<file path="src/rtl/dcache_refill_ctrl.sv">
// Data-cache read sequencer: tag lookup, 8-beat burst refill on miss, and flush via
// the storage's synchronous valid-bit clear.
`timescale 1ns/1ps

module dcache_refill_ctrl #(
    parameter  int unsigned DW_OFFSET_WIDTH = 3,
    parameter  int unsigned LINE_WIDTH      = 6,
    localparam int unsigned TAG_WIDTH       = 32 - DW_OFFSET_WIDTH - 3 - LINE_WIDTH,
    localparam int unsigned BLOCK_DW        = 1 << DW_OFFSET_WIDTH
) (
    input  logic                      clock,
    input  logic                      reset_n,
    // core request / response
    input  logic                      req_valid,
    output logic                      req_ready,
    input  logic [31:0]               req_addr,
    output logic                      resp_valid,
    input  logic                      resp_ready,
    output logic [63:0]               resp_data,
    input  logic                      flush_req,
    output logic                      flush_done,
    // storage arrays
    output logic [31:0]               cache_addr,
    input  logic [63:0]               cache_data,
    input  logic [TAG_WIDTH-1:0]      cache_tag,
    input  logic                      cache_tag_valid,
    output logic [LINE_WIDTH-1:0]     cache_wr_line,
    output logic [64*BLOCK_DW-1:0]    cache_wr_block,
    output logic [TAG_WIDTH-1:0]      cache_wr_tag,
    output logic [BLOCK_DW-1:0]       cache_wr_mask,
    output logic                      cache_wr_en,
    output logic                      cache_clear,
    // memory burst read
    output logic                      mem_ar_valid,
    input  logic                      mem_ar_ready,
    output logic [31:0]               mem_ar_addr,
    input  logic                      mem_r_valid,
    output logic                      mem_r_ready,
    input  logic [63:0]               mem_r_data,
    input  logic                      mem_r_last,
    output logic                      protocol_error
);

    localparam int unsigned OFF_LSB = DW_OFFSET_WIDTH + 3;

    typedef enum logic [2:0] {
        S_CLEAR,
        S_IDLE,
        S_LOOKUP,
        S_AR,
        S_FILL,
        S_WRITE,
        S_RESP
    } state_t;

    state_t                            state_q;
    state_t                            state_d;
    logic [31:3]                       addr_q;
    logic [31:0]                       cache_addr_q;
    logic [BLOCK_DW-1:0][63:0]         fill_buf;
    logic [DW_OFFSET_WIDTH-1:0]        beat_q;
    logic                              flush_q;
    logic                              hit;
    logic                              accept;
    logic                              beat_last;

    assign hit       = cache_tag_valid && (cache_tag == addr_q[31 -: TAG_WIDTH]);
    assign accept    = (state_q == S_IDLE) && !flush_req && req_valid;
    assign beat_last = (beat_q == DW_OFFSET_WIDTH'(BLOCK_DW - 1));

    // State register
    always_ff @(posedge clock or negedge reset_n) begin
        if (!reset_n) begin
            state_q <= S_CLEAR;
        end else begin
            state_q <= state_d;
        end
    end

    // Next-state logic
    always_comb begin
        state_d = state_q;
        case (state_q)
            S_CLEAR:  state_d = S_IDLE;
            S_IDLE: begin
                if (flush_req) begin
                    state_d = S_CLEAR;
                end else if (req_valid) begin
                    state_d = S_LOOKUP;
                end
            end
            S_LOOKUP: state_d = hit ? S_RESP : S_AR;
            S_AR:     if (mem_ar_ready) state_d = S_FILL;
            S_FILL:   if (mem_r_valid && beat_last) state_d = S_WRITE;
            S_WRITE:  state_d = S_RESP;
            S_RESP:   if (resp_ready) state_d = S_IDLE;
            default:  state_d = S_CLEAR;
        endcase
    end

    // Request latch, fill assembly, response capture and error tracking
    always_ff @(posedge clock or negedge reset_n) begin
        if (!reset_n) begin
            addr_q         <= '0;
            cache_addr_q   <= '0;
            fill_buf       <= '0;
            beat_q         <= '0;
            resp_data      <= '0;
            flush_q        <= 1'b0;
            protocol_error <= 1'b0;
        end else begin
            if (state_q == S_IDLE) begin
                cache_addr_q <= req_addr;
            end
            if (accept) begin
                addr_q <= req_addr[31:3];
            end
            // Only a flush-initiated CLEAR reports completion; the post-reset one does not.
            if (state_q == S_IDLE && flush_req) begin
                flush_q <= 1'b1;
            end else if (state_q == S_CLEAR) begin
                flush_q <= 1'b0;
            end
            if (state_q == S_LOOKUP && hit) begin
                resp_data <= cache_data;
            end
            if (state_q == S_AR) begin
                beat_q <= '0;
            end
            if (state_q == S_FILL && mem_r_valid) begin
                fill_buf[beat_q] <= mem_r_data;
                beat_q           <= beat_q + DW_OFFSET_WIDTH'(1);
                if (beat_q == addr_q[3 +: DW_OFFSET_WIDTH]) begin
                    resp_data <= mem_r_data;
                end
                if (mem_r_last != beat_last) begin
                    protocol_error <= 1'b1;
                end
            end
        end
    end

    // Handshake and strobe outputs decode directly from the state register
    assign req_ready      = (state_q == S_IDLE) && !flush_req;
    assign resp_valid     = (state_q == S_RESP);
    assign mem_ar_valid   = (state_q == S_AR);
    assign mem_r_ready    = (state_q == S_FILL);
    assign cache_clear    = (state_q == S_CLEAR);
    assign flush_done     = (state_q == S_CLEAR) && flush_q;
    assign cache_wr_en    = (state_q == S_WRITE);
    assign cache_wr_mask  = (state_q == S_WRITE) ? '1 : '0;

    assign cache_wr_line  = addr_q[OFF_LSB +: LINE_WIDTH];
    assign cache_wr_tag   = addr_q[31 -: TAG_WIDTH];
    assign cache_wr_block = fill_buf;
    assign mem_ar_addr    = {addr_q[31:OFF_LSB], OFF_LSB'(0)};

    // Lookup address goes straight through in IDLE so the storage read lands in LOOKUP
    assign cache_addr     = (state_q == S_IDLE) ? req_addr : cache_addr_q;

endmodule

</file>
<file path="config.mk">
export PLATFORM = sky130hd
export DESIGN_NAME = dcache_refill_ctrl
export DESIGN_NICKNAME = d
export VERILOG_FILES = /design/src/rtl/dcache_refill_ctrl.sv
export SDC_FILE = /design/constraint.sdc
export NUM_CORES = 1
export LEC_CHECK = 0
export ABC_AREA = 0
export CELL_PAD_IN_SITES_DETAIL_PLACEMENT = 1
export CELL_PAD_IN_SITES_GLOBAL_PLACEMENT = 1
export CORE_AREA = 2 2 341 343
export DETAILED_ROUTE_END_ITERATION = 8
export DIE_AREA = 0 0 343 345
export PLACE_DENSITY = 0.56
export SETUP_SLACK_MARGIN = 0.5
export SYNTH_ARGS = -nofsm -noshare
export SYNTH_HDL_FRONTEND = slang
export SYNTH_SLANG_ARGS = --single-unit
</file>
<file path="constraint.sdc">
create_clock -name clock -period 2.3 [get_ports clock]
set_input_delay 0.69 -clock clock [delete_from_list [all_inputs] [get_ports clock]]
set_output_delay 0.69 -clock clock [all_outputs]
set_load 0.02 [all_outputs]
</file>
======== Word-level counts from Yosys, hierarchy flattened ========
Cells that the tools add are included.
word-level totals
  memory bits (writable) .................. 0
  flip-flop bits (word level) ............. 645
  latch bits .............................. 0
  logic and storage cells ................. 66
  output and inout port bits .............. 682
  bits in read-only memories .............. 0
  memories ................................ 0
  bits of input ports ..................... 189
operators by class
  order comparisons ....................... 2
  shift operators ......................... 0
  reduce and logical (&&, ||, !) cells .... 15
  equal/unequal tests ..................... 14
  add/subtract/negate cells ............... 1
  bitwise logic cells ..................... 0
  divide/modulo/power cells ............... 0
  $mul .................................... 0
  muxes and demuxes ....................... 19
operators by type and width
  operator                                                           count
  bitwise mux 512 bit                                                1
  2-to-1 mux 64 bit                                                  4
  demux 64 bit (select 3 bit)                                        1
  2-to-1 mux 32 bit                                                  1
  2-to-1 mux 3 bit                                                   8
  case mux 3 bit (7 select lines)                                    1
  equality test 20 bit                                               1
  equality test 3 bit, second input constant                         4
  logical AND 1 bit                                                  9
  2-to-1 mux 8 bit                                                   1
  equality test 3 x 2 -> 1 bit, second input constant                2
  inequality test 2 x 1 -> 1 bit, second input constant              3
  less-than comparator 3 x 4 -> 1 bit, second input constant         1
  AND reduction 4 bit                                                1
  nonzero test 2 bit                                                 2
  adder 3 x 1 -> 3 bit, second input constant                        1
  equality test 3 x 1 -> 1 bit, second input constant                1
  equality test 3 bit                                                1
  greater-or-equal comparator 3 x 1 -> 1 bit, second input constant  1
  logical NOT 3 bit                                                  1
  inequality test 3 bit, second input constant                       1
  2-to-1 mux 1 bit                                                   2
  AND reduction 2 bit                                                1
  logical NOT 1 bit                                                  1
  inequality test 1 bit                                              1

======== Logic depth before layout (Yosys ltp) ========
  depth in word-level cells ............... 6
  depth in mapped cells ................... 9
  mapped depth without buffers ............ 7

======== Worst setup path after synthesis ========
Ideal clock, no wire load.
  path kind ............................... reg2out
  start ................................... reg state_q[2]
  end ..................................... out cache_addr[0]
  required time ........................... 1610 ps
  path buffers ............................ 2
  data arrival time ....................... 1552 ps
  path slack .............................. 58 ps
  cell stages (with the launch flop) ...... 5
  cells stage by stage .................... dfrtp_1 > buf_2 > nor3b_4 > clkbuf_1 > mux2_2
between the ends
  cells in the longest elaborated chain, start to end .. 2
RTL lines
  what                          RTL line  text
  start, declared               56        state_t state_q;
  start signal, assigned        76        state_q <= state_d;
  equality test 3 x 1 -> 1 bit  159       assign cache_addr = (state_q == S_IDLE) ? req_addr : cache_addr_q;
  2-to-1 mux 32 bit             159
  end, declared                 23        output logic [31:0] cache_addr,
Every way passes these cells.

======== Final worst setup path ========
  start ................................... reg state_q[1]
  end ..................................... out cache_addr[27]
The elaborated chain is that of the path after synthesis.

==> results.md <==
* Remaining number of nets flagged by the antenna check after routing at 0
* Post-DP HPWL at 80000 microns
* Via count of the first global-routing pass at 22100
* Count of unique library cells instantiated by Yosys at 53
* Clock slew seen by the registers of the worst setup and hold paths at 0.06 ns
* Setup CP Type: reg2out
* Commonest register cell after synthesis: dfrtp_1
* Post-synthesis instance area at 26300 sq um
* Worst R2R Path Depth at 11
* Arrival time of data at the critical path endpoint at 2.17 ns
* Unrepaired setup endpoints after global routing: true
* Largest net degree at the start of global routing at 80
* Avg Inst Size Synth at 15.0 sq um
* Count of input and output buffers at 864
* Area of the die at 118000 sq um
* Number of antenna violations at the first check in global routing at 10
* Number of hold violations in the final report at 0
* Main combinational cell family by area after synthesis: multiplexers
* RePlAce Congestion at 0.794
* Number of nets in the layout at 3134
* Insertion delay of the later-clocked pin in the worst-skew pair at 0.64 ns
* Clock root cell: clkbuf_16
* Via density per instance at 4.39
* Total Routing Usage GR at 0.192
* Largest driver fanout on the critical path at 6
* Area fraction in compound gates after synthesis at 0.0434
* Standard cell core area at 115000 sq um
* Post-Synth XOR/XNOR Area at 0.00599
* Top-Level Pins at 871
* Final clock period utilization by the worst path at 1.24
* Post-synthesis instance total at 1760
* Crit-path max cell delay at 0.40 ns
* Type of element capturing the critical path: output pin
* Combinational fraction of design power at 0.434
* Data required time at the worst endpoint at 1.61 ns
* Most common cell after layout, fill and taps aside: buf_6
* Routed Wire Length at 118000 microns
* Instance count along the most critical hold path at 1
* Worst Hold Path EP: protocol_error
* Total non-filler cell area in the finished layout at 44600 sq um
* Clock sink total at 645
* Crit path max-delay family: buffers and inverters
* Tightest Pin Transition at 0.665 ns
* Proportion of layout cells with a drive suffix above 1 at 0.616
* Worst min-delay path category: reg2reg
* Number of remaining DRC errors at 0
* Effective utilization at floorplan at 0.229
* Core Rows at 125
* Starting DRC count in detailed routing at 929
* Worst path buffer plus inverter count at 4
* VDD IR max at 0.842 mV
* Number of vias in the routed layout at 19900
* Synthesis-to-layout area growth at 69.3%
* Post-synthesis mux area share at 0.247
* Bufs on Longest Clock Path at 3
* Critical hold path startpoint: protocol_error
* Final max-slew violation count at 0
* Crit start category: flop
* Clock buffer count from CTS at 79
* Fraction of power spent switching nets at 0.346
* Number of enable flip-flop cells after synthesis at 0
* Drt wl/cell at 26.1 microns
* Number of warnings issued by yosys at 0
* Worst-path cell with the longest stage delay: dfrtp_1
* Worst clock skew at 0.0321 ns
* Number of failing setup endpoints in the final timing report at 478
* Start point of the critical path: state_q[1]
* Standard cell area after detailed placement at 38200 sq um
* TritonCTS clock tree: yes
* Status: complete, but fails checks
* Number of optimization iterations in the first detailed-route pass at 5
* Portion of total power attributed to the clock network at 0.237
* Max_slew headroom at 0.555
* Commonest cells after routing, fill and taps aside: buf_6 (675), dfrtp_1 (632), mux2_2 (381), buf_4 (281), mux2_4 (190)
* Synthesis-stage register bit count at 645
* Final standard cell utilization of the core at 0.387
* Adder-cell share of the synthesized area at 0.000951
* Number of max-cap violations at 0
* Share of the yosys chip area belonging to registers at 0.613
* CP Cell Sequence: nor3b_4 -> buf_6 -> buf_12 -> buf_16 -> mux2_4 -> buf_6
* Violations in the final reports: negative setup slack
* Part of the power in registers at 0.329
* Min Clock Period, post-route at 2.86 ns
* Worst reg2reg setup slack at -0.23 ns
* Height of the die at 345 microns
* Net switching power figure at 17.9 mW
* Die X at 343 microns
* Deepest level of the CTS H-tree at 3
* Asr flop ratio synth at 1.00
* Simple-gate area share of the yosys netlist at 0.0417
* Internal Pwr Total at 33.7 mW
* Reg-to-reg endpoint: resp_data[52]
* First-pass GRT wire length at 165000 microns
* Cell type with the highest occurrence count on the critical path: buf_6
* Power per Cell Area at 1160 nW/um^2
* Overflow left after global routing at 0
* Timing-limited maximum frequency at 349 MHz
* Slack of the critical path at -0.562 ns
* Total leakage power at 21.8 nW
* Worst flop-to-flop path startpoint: state_q[1]
power groups by stage:
stage	Combinational [mW]	Clock, mW	Sequential, mW
global route	23.5	13.1	17.4
detailed placement	19.5	0	16.6
global placement	19.4	0	16.5
floorplan	6.95	0	19.2
finish	22.4	12.2	17.0
CTS	22.1	12.6	16.9
area by class of cell:
| cell class | count | area, sq um |
|---|---|---|
| well taps | 1524 | 1910 |
| clock inverters | 31 | 255 |
| diodes | 8 | 20.0 |
| flip-flops and latches | 645 | 16200 |
| repair buffers | 1277 | 14100 |
| fillers | 11800 | 70600 |
| inverters | 4 | 15.0 |
| multi-input cells | 936 | 9850 |
| clock buffers | 109 | 2270 |
worst reg2reg max path, stage by stage (launching register included):
cell      delay (ns)
dfrtp_1         0.40
buf_4           0.14
buf_6           0.12
buf_6           0.12
and4bb_4        0.36
nand4_1         0.17
buf_4           0.18
buf_6           0.13
buf_12          0.16
buf_16          0.17
and2_1          0.16
a221o_1         0.31
state kept, by name, indices dropped and copies added, names as in the netlist:
| name | count |
|---|---|
| cache_wr_block | 512 |
| resp_data | 64 |
| cache_addr_q | 32 |
| addr_q | 29 |
| beat_q | 3 |
| state_q | 3 |
| flush_q | 1 |
| protocol_error | 1 |
per-layer routing:
metal | routed length [microns] | up-vias | GRT usage
met5 | 41 | - | 0
met4 | 2770 | 6 | 0.0609
met3 | 8270 | 143 | 0.0525
met2 | 59000 | 720 | 0.331
met1 | 48100 | 10400 | 0.229
li1 | - | 8620 | -
kinds of logic after synthesis:
family / Yosys count
adders and majority gates: 2
DFF: 645
xor gates and xnor gates: 18
and+or+nand+nor: 195
buffers and inverters: 184
AOI/OAI and AO/OA: 142
muxes: 573
other: 1
cells in the mapped netlist (2+ instances only):
cell	instances	area share
mux2_1	6	0.0026
a21oi_1	2	0.00038
xor2_1	2	0.00067
inv_1	4	0.00057
nand3b_1	2	0.00057
buf_4	86	0.025
nor4_1	2	0.00048
nor3b_1	3	0.00086
nand3_1	6	0.0011
o21ai_0	3	0.00057
nand2_1	75	0.011
dfrtp_1	645	0.61
nand4_1	6	0.0014
nor2_1	6	0.00086
buf_1	3	0.00043
a221o_1	64	0.024
and2_0	4	0.00095
mux2_2	557	0.24
nand4b_1	3	0.0010
nand2b_1	12	0.0029
mux2_4	10	0.0057
buf_2	47	0.0089
a31oi_1	65	0.015
clkbuf_1	18	0.0026
and2_1	61	0.014
ha_1	2	0.00095
xnor2_1	16	0.0053
buf_6	25	0.011
timing repair:
item | 4_1_cts | 5_1_grt
pin swaps | 18 | 26
endpoints found under the setup margin | 1284 | 1284
setup buffers | 175 | 25
hold buffers | 1 | 0
endpoints found under the hold margin | 20 | 0
cloned | 19 | 16
gates resized for setup | 4213 | 125
through the flow:
step | std cells | TNS, ns | setup slack [ns] | power [mW] | hold WS, ns
floorplan | 1765 | 0 | 0.216 | 26.2 | 0.394
global placement | 4150 | -247.71 | -0.735 | 35.9 | 0.445
detailed placement | 4150 | -257.00 | -0.751 | 36.2 | 0.452
CTS | 4485 | -42.95 | -0.602 | 51.6 | 0.487
global route | 4531 | -85.16 | -0.643 | 53.9 | 0.501
finish | 4534 | -50.80 | -0.562 | 51.6 | 0.482
worst max path at each step:
stage	cells after the start	to	slack, ns
3_5_place_dp	8	resp_data[33]	-0.75
4_1_cts	6	cache_addr[27]	-0.60
6_report	6	cache_addr[27]	-0.56
5_1_grt	6	cache_addr[4]	-0.64
3_3_place_gp	8	state_q[0]	-0.74
2_1_floorplan	5	cache_wr_block[5]	0.22
(Power assumes the default switching activity.)
